==> config.mk <==
export PLATFORM = sky130hd
export DESIGN_NAME = edge_event_arbiter
export DESIGN_NICKNAME = d
export VERILOG_FILES = /design/src/rtl/edge_event_arbiter.sv
export SDC_FILE = /design/constraint.sdc
export NUM_CORES = 1
export LEC_CHECK = 0
export ABC_AREA = 1
export CAP_MARGIN = 30
export CORE_MARGIN = 1
export CORE_UTILIZATION = 45
export CTS_CLUSTER_DIAMETER = 80
export DETAILED_ROUTE_END_ITERATION = 16
export PLACE_DENSITY = 0.78
export SKIP_LAST_GASP = 1
export SLEW_MARGIN = 20
export SYNTH_ARGS = -nofsm -noshare
export SYNTH_HDL_FRONTEND = slang
export SYNTH_SLANG_ARGS = --single-unit
==> constraint.sdc <==
create_clock -name clk -period 1.45 [get_ports clk]
set_input_delay 0.29 -clock clk [delete_from_list [all_inputs] [get_ports clk]]
set_output_delay 0.29 -clock clk [all_outputs]
set_load 0.005 [all_outputs]
==> src/rtl/edge_event_arbiter.sv <==
// Round-robin serialiser of per-channel rising-edge events onto one valid/ready consumer; sticky drop flags.
// Latency: edge sampled at N -> pending after N -> out_valid after N+1. Backpressure: GRANT holds until out_ready.
// Optional saturating drop counter port drop_cnt enabled by `define EDGE_ARB_DROP_CNT_EN.
module edge_event_arbiter #(
    parameter int NCH = 4
) (
    input  logic           clk,
    input  logic           rst,
    input  logic [NCH-1:0] edge_in,
    input  logic [NCH-1:0] en_mask,
    output logic           out_valid,
    output logic [1:0]     out_id,
    input  logic           out_ready,
    output logic [NCH-1:0] ovf,
    input  logic           ovf_clr,
    output logic           busy
`ifdef EDGE_ARB_DROP_CNT_EN
    ,
    output logic [7:0]     drop_cnt
`endif
);

    typedef enum logic {
        IDLE,
        GRANT
    } state_t;

    state_t         state_q, state_d;
    logic [NCH-1:0] pending, pending_d;
    logic [NCH-1:0] ovf_d;
    logic [1:0]     rr_ptr, rr_d;
    logic           out_valid_d;
    logic [1:0]     out_id_d;

    logic           hs;
    logic [NCH-1:0] cap;
    logic [NCH-1:0] clr_vec;
    logic [NCH-1:0] drop;
    logic           found;
    logic [1:0]     pick_id;
    logic [1:0]     idx;

    // A channel being retired this cycle may re-arm without counting as a drop.
    always_comb begin
        hs          = out_valid & out_ready;
        cap         = edge_in & en_mask;
        clr_vec     = '0;
        if (hs) begin
            clr_vec[out_id] = 1'b1;
        end
        drop        = cap & pending & ~clr_vec;
        pending_d   = (pending & ~clr_vec) | cap;
        ovf_d       = (ovf_clr ? '0 : ovf) | drop;
    end

    // First pending channel searching upward from rr_ptr, wrapping mod 4.
    always_comb begin
        found   = 1'b0;
        pick_id = 2'd0;
        idx     = 2'd0;
        for (int k = 0; k < NCH; k++) begin
            idx = rr_ptr + 2'(k);
            if (!found && pending[idx]) begin
                found   = 1'b1;
                pick_id = idx;
            end
        end
    end

    always_comb begin
        state_d     = state_q;
        out_valid_d = out_valid;
        out_id_d    = out_id;
        rr_d        = rr_ptr;
        case (state_q)
            IDLE: begin
                if (found) begin
                    state_d     = GRANT;
                    out_valid_d = 1'b1;
                    out_id_d    = pick_id;
                end
            end
            GRANT: begin
                if (out_ready) begin
                    state_d     = IDLE;
                    out_valid_d = 1'b0;
                    rr_d        = out_id + 2'd1;
                end
            end
            default: begin
                state_d     = IDLE;
                out_valid_d = 1'b0;
            end
        endcase
    end

    always_ff @(posedge clk) begin
        if (rst) begin
            state_q   <= IDLE;
            pending   <= '0;
            rr_ptr    <= 2'd0;
            out_valid <= 1'b0;
            out_id    <= 2'd0;
            ovf       <= '0;
        end else begin
            state_q   <= state_d;
            pending   <= pending_d;
            rr_ptr    <= rr_d;
            out_valid <= out_valid_d;
            out_id    <= out_id_d;
            ovf       <= ovf_d;
        end
    end

    assign busy = (|pending) | out_valid;

`ifdef EDGE_ARB_DROP_CNT_EN
    // One count per cycle with any drop; a drop coincident with clear leaves a count of 1.
    always_ff @(posedge clk) begin
        if (rst) begin
            drop_cnt <= 8'd0;
        end else if (ovf_clr) begin
            drop_cnt <= (|drop) ? 8'd1 : 8'd0;
        end else if ((|drop) && (drop_cnt != 8'hFF)) begin
            drop_cnt <= drop_cnt + 8'd1;
        end
    end
`endif

endmodule

==> metrics.csv <==
metric,value,unit
synth-simple-area-share,39.02,%
netlist_area,843.3,um^2
min_path_cells,2,
synth_xor_area_share,0,%
synth-async-reset-ratio,0,%
p_leak,0.5599,nW
routed_wl,2180,um
cts_buffers,3,
r2r_setup_slack,100,ps
post-dp-hpwl,1562,um
yosysSeqAreaShare,33.23,%
slew_violations,0,
ys_ff_latch,14,
worst_ep_required_time,1160,ps
n_fill_cell,142,
grt_util_met3,2.400,%
vias,908,
fin_setup_tns,-5.088,ps
synthTopCellsByArea,"dfxtp_1 (33%), nand2_1 (14%), nand2_2 (6.7%)",
period_share,100.4,%
rr_worst_depth,10,
relSlewSlack,84.54,%
synthDominantCellAreaShare,33.23,%
synth_cells,117,
synth_commonest_cells,"nand2_1 (31), dfxtp_1 (14), a21oi_1 (11)",
synth.most_common_cell,nand2_1,
grt.busiest_layer,met2,
cts_tree,done,
final-hold-violation-count,0,
cp_slowest_cell,dfxtp_2,
crit_type,reg2out,
viasPerCell,5.130,
grt_max_degree,9,
yosysTopAreaCell,dfxtp_1,
critPathMaxFanout,2,
powerDensity,888.4,nW/um^2
antenna_found_initial,0,
clock_latency,290,ps
synth_edf_count,0,
min_path_type,reg2reg,
setup_viol,1,
nets,170,
synth_flop_cell,dfxtp_1,
layout-drive-gt1-share,32.24,%
grt_overflow,0,
yosysWarnings,0,
endpoint_kind,output pin,
outcome,"complete, but fails checks",
ir_worst_vdd,0.0006898,V
htreeDepth,1,
grt_use_total,23.44,%
crit_chain,nor2_4 -> nand3_2 -> or2_4 -> buf_6,
die_w,45.29,um
gp_congestion,0.8219,
initial_core_util,48.32,%
gr-usage-met2,40.00,%
syn_nets,133,
dpl_worst_slack,-99.56,ps
rows,15,
grt_first_pass_wirelength,3429,um
max_freq,687.2,MHz
numClockSinks,14,
first_iter_violations,31,
die_area,2051,um^2
cp.arrival,1170,ps
cap_violations,0,
tightestPinTransition,231.2,ps
antennaDiodeCount,0,
cts_hold_buf,0,
area_delta_synth_final,46.44,%
detail_route.wl_per_cell,12.32,um
met1_usage,29.41,%
rsz0062_at_grt,yes,
portBuffers,19,
violations,setup timing,
cts-root-buf,clkbuf_4,
drtPass1Iterations,4,
drtAntennaViolNets,0,
path_clk_slew,80,ps
max_stage_delay,340,ps
cts_buffer_depth,2,
crit_path_start_kind,flop,
core_area,1745,um^2
finClkSkew,1.666,ps
synth.distinct_cells,22,
period_needed,1455,ps
fin_ws,-5.088,ps
drcViolationCount,0,
grt_pass1_vias,796,
synth_compound_area_share,14.69,%
dieHeight,45.29,um
num_io_pins,20,
synth.area.mux_share,0,%
avgSynthCellArea,7.208,um^2
synthAdderAreaFrac,5.935,%
synth_top_family_by_area,simple AND/OR/NAND/NOR gates,
==> cell families after synthesis <==
kind of cell | count (synthesis)
AO/OA/AOI/OAI | 22
adder cells (fa/ha/maj) | 4
buffers and inverters | 12
flip-flops | 14
AND/OR/NAND/NOR | 65
==> repair_timing <==
| action | CTS | global route |
|---|---|---|
| gates resized for setup | 10 | 12 |
| buffers inserted | 2 | 2 |
| pin swaps | 2 | 5 |
| endpoints found under the setup margin | 4 | 4 |
| hold endpoints to repair | 0 | 0 |
==> path summary, 6_finish.rpt <==
kind         startpoint   endpoint
max          pending[0]       busy
min              ovf[1]     ovf[1]
max reg2reg  pending[2]  out_id[1]
min reg2reg      ovf[1]     ovf[1]
==> flip-flops by register name, indices dropped and copies added, names as in the netlist <==
name	cells
state_q	1
ovf	4
out_valid	1
rr_ptr	2
out_id	2
pending	4
==> cell type report <==
class,instances,area (um^2),area share (%)
Tap cell,25,31.28,2.533
Inverter,10,45.04,3.647
Timing Repair Buffer,34,317.8,25.73
Multi-Input combinational cell,91,525.5,42.55
Sequential cell,14,292.8,23.71
Clock buffer,3,22.52,1.824
==> stage by stage <==
stage          std cells  utilization [%]  hold WS (ps)  cell area (um^2)  power, mW
2_1_floorplan        117                -         430.5             843.3     0.6663
3_3_place_gp         170            65.59         452.1              1145     0.8165
3_5_place_dp         170            65.59         455.4              1145     0.8275
4_1_cts              175            67.81         466.7              1184      1.045
5_1_grt              177            70.75         486.0              1235      1.156
6_report             177            70.75         466.0              1235      1.097
==> routing by layer <==
metal	share of wire (%)	routed length [um]
met1	42	920
met2	53	1153
met3	2.9	64
met4	1.9	42
met5	0	0
==> report_power, final <==
group	internal, mW	switching [mW]
sequential	0.423	0.0313
clock	0.0968	0.125
combinational	0.213	0.208
total	0.732	0.365
==> worst max-delay path: cells and delay by family (launching register included) <==
kind          cells  cell delay [ps]
simple gates      3              420
flops             1              340
buf+inv           1              110
==> layout by cell type, fill, tap and decap left out, types with 2 or more instances in the layout <==
cell type | synthesis | routed
o21ai_0 | 5 | 5
ha_1 | 4 | 4
nand2_4 | 3 | 3
nand4_1 | 4 | 4
inv_2 | 2 | 2
nand3b_1 | 2 | 2
nand3_2 | 0 | 2
nor2_1 | 4 | 2
clkbuf_4 | 0 | 3
buf_4 | 0 | 14
clkdlybuf4s50_1 | 0 | 16
a21oi_1 | 11 | 11
o21a_1 | 2 | 2
nand3_1 | 10 | 8
nand2_2 | 9 | 9
a31oi_1 | 2 | 2
dfxtp_1 | 14 | 6
inv_1 | 7 | 7
dfxtp_2 | 0 | 7
nand2_1 | 31 | 31
nor2_4 | 1 | 2
Power figures use the tool's default switching activity.
==> edit: new RTL, same flow settings <==
The option `EDGE_ARB_DROP_CNT_EN` is turned on by a define.
--- a/src/rtl/edge_event_arbiter.sv
+++ b/src/rtl/edge_event_arbiter.sv
@@ -3,2 +3,4 @@
 // Optional saturating drop counter port drop_cnt enabled by `define EDGE_ARB_DROP_CNT_EN.
+`define EDGE_ARB_DROP_CNT_EN
+
 module edge_event_arbiter #(
Formal check against the unedited RTL (old outputs only; new: drop_cnt): equivalent (equiv_simple and equiv_induct, registers matched by name and starting in step).
==> edit against the unedited design <==
The flow still finishes with violations (setup timing); non-clock buffer count is 23 higher; total power is 55% higher; sequential cell count is 8 higher; design area is 65% higher; setup slack worse by 0.23 ns; area after synthesis is 50% higher; via count is 70% higher; routed wire length is 92% higher; largest cell class unchanged.
==> edit: results <==
metrics = {
    "final_layout": {
        "antennaDiodeCount": 0,
        "top_regs": "drop_cnt: 8 flops, ovf: 4 flops, pending: 4 flops",
        "final_nets": 265,
        "regMostFlops": "drop_cnt",
        "layout-drive-gt1-share_pct": 38.87,
    },
    "global_route": {
        "grt_max_degree": 16,
        "grt_pass1_wl_um": 6210,
        "grt.total_usage_pct": 28.52,
        "antenna_found_initial": 0,
    },
    "status": {
        "violations": "setup timing",
        "outcome": "complete, but fails checks",
    },
    "setup_path": {
        "worstPathMaxFanout": 2,
        "arrival_ns": 1.39,
    },
    "logic_synthesis": {
        "seq_area_frac_synth_pct": 34.71,
        "ys_async_sr_fraction_pct": 0,
        "synth_common_cells": "nand2_1 (57), dfxtp_1 (22), nand3_1 (18), a21oi_1 (16), inv_1 (16)",
        "postSynthAreaPerCell_um2": 6.748,
        "synthDistinctLibCells": 26,
        "synth.net_count": 205,
        "yosysWarnings": 0,
        "synth_area_leaders": "dfxtp_1 (35%), nand2_1 (17%), nand3_1 (7.1%)",
    },
    "placement": {
        "placed_cells": 259,
        "gp_congestion": 0.8330,
        "port_buffers": 27,
        "dp_hpwl_um": 2574,
    },
    "clocking": {
        "clk_pin_slew_ns": 0.13,
        "htree_num_levels": 1,
        "cts_root_buf": "clkbuf_4",
        "clkLatencyLatePin_ns": 0.33,
        "cts_buffers": 3,
        "clockBufferDepth": 2,
    },
    "sta": {
        "max_slew_margin_pct": 59.85,
        "finalWorstSetupSlack_ns": -0.2334,
        "finalSetupViolCount": 9,
        "fin_skew_ns": 0.01263,
    },
    "power_and_ir_drop": {
        "swShare_pct": 32.11,
        "peakVddDrop_v": 0.0006826,
        "power.leakage_nw": 0.9805,
    },
    "routing": {
        "drt_iter0_markers": 39,
        "dr_total_vias": 1546,
        "via_per_inst": 5.581,
        "wire_per_inst_um": 15.10,
        "drt_pass1_iterations": 4,
    },
    "min_path": {
        "hold_class": "reg2reg",
    },
}
[edit: worst max-delay path: stages, from the launching register on]
cell,delay [ns]
dfxtp_2,0.37
nor4_4,0.28
inv_1,0.09
or2_4,0.23
buf_6,0.11
[edit: worst paths after layout]
check	slack (ns)	to	from	cells after the start
setup / recovery	-0.23	busy	pending[2]	4
hold / removal	0.48	ovf[3]	ovf[3]	2
setup reg to reg	-0.17	drop_cnt[4]	out_id[0]	8
hold reg to reg	0.48	ovf[3]	ovf[3]	2
[edit: cells by family (layout without fill, tap and decap cells)]
logic type,Yosys count,count (layout),share of synthesized area (%)
DFF,22,22,34.71
adders and majority gates,5,5,4.931
xor gates and xnor gates,3,3,2.071
and+or+nand+nor,104,104,37.38
buffers and inverters,21,80,6.805
AOI/OAI and AO/OA,33,33,14.10
[edit: through the flow]
stage / power, mW / TNS [ns] / instance area (um2) / hold WS (ns) / worst slack, ns
after floorplan: 0.9094 / 0 / 1269 / 0.4016 / 0.0003749
final: 1.697 / -1.262 / 2032 / 0.4803 / -0.2334
after global routing: 1.764 / -1.960 / 2032 / 0.5128 / -0.2969
after CTS: 1.625 / -0.5984 / 1952 / 0.4696 / -0.2383
after detailed placement: 1.087 / -3.285 / 1682 / 0.4516 / -0.4030
after global placement: 1.069 / -2.927 / 1682 / 0.4426 / -0.3431
[edit: power by group through the flow]
| stage | Clock [mW] | Combinational, mW | Sequential (mW) |
|---|---|---|---|
| after floorplan | 0 | 0.220 | 0.689 |
| after global placement | 0 | 0.383 | 0.686 |
| after detailed placement | 0 | 0.400 | 0.687 |
| after CTS | 0.483 | 0.455 | 0.688 |
| after global routing | 0.511 | 0.554 | 0.699 |
| final | 0.496 | 0.506 | 0.695 |
[edit: area by class of cell]
cell class	instances	area [um2]
Clock buffer	3	22.52
Clock inverter	1	30.03
Fill cell	170	535.5
Inverter	19	76.32
Multi-Input combinational cell	145	889.6
Sequential cell	22	476.7
Tap cell	30	37.54
Timing Repair Buffer	57	499.2
[edit: routing by layer]
metal | vias to the layer above | GRT usage [%] | share of wire, %
met5 | - | 0 | 0
met4 | 0 | 10.00 | 1.3
met3 | 10 | 3.825 | 6.2
met2 | 79 | 49.80 | 49
met1 | 721 | 35.53 | 44
li1 | 736 | - | -
[edit: what timing repair did]
action                                  4_1_cts  5_1_grt
buffers inserted                             14        3
endpoints found under the setup margin       24       18
pin swaps                                    11       15
gates resized for setup                      57       28
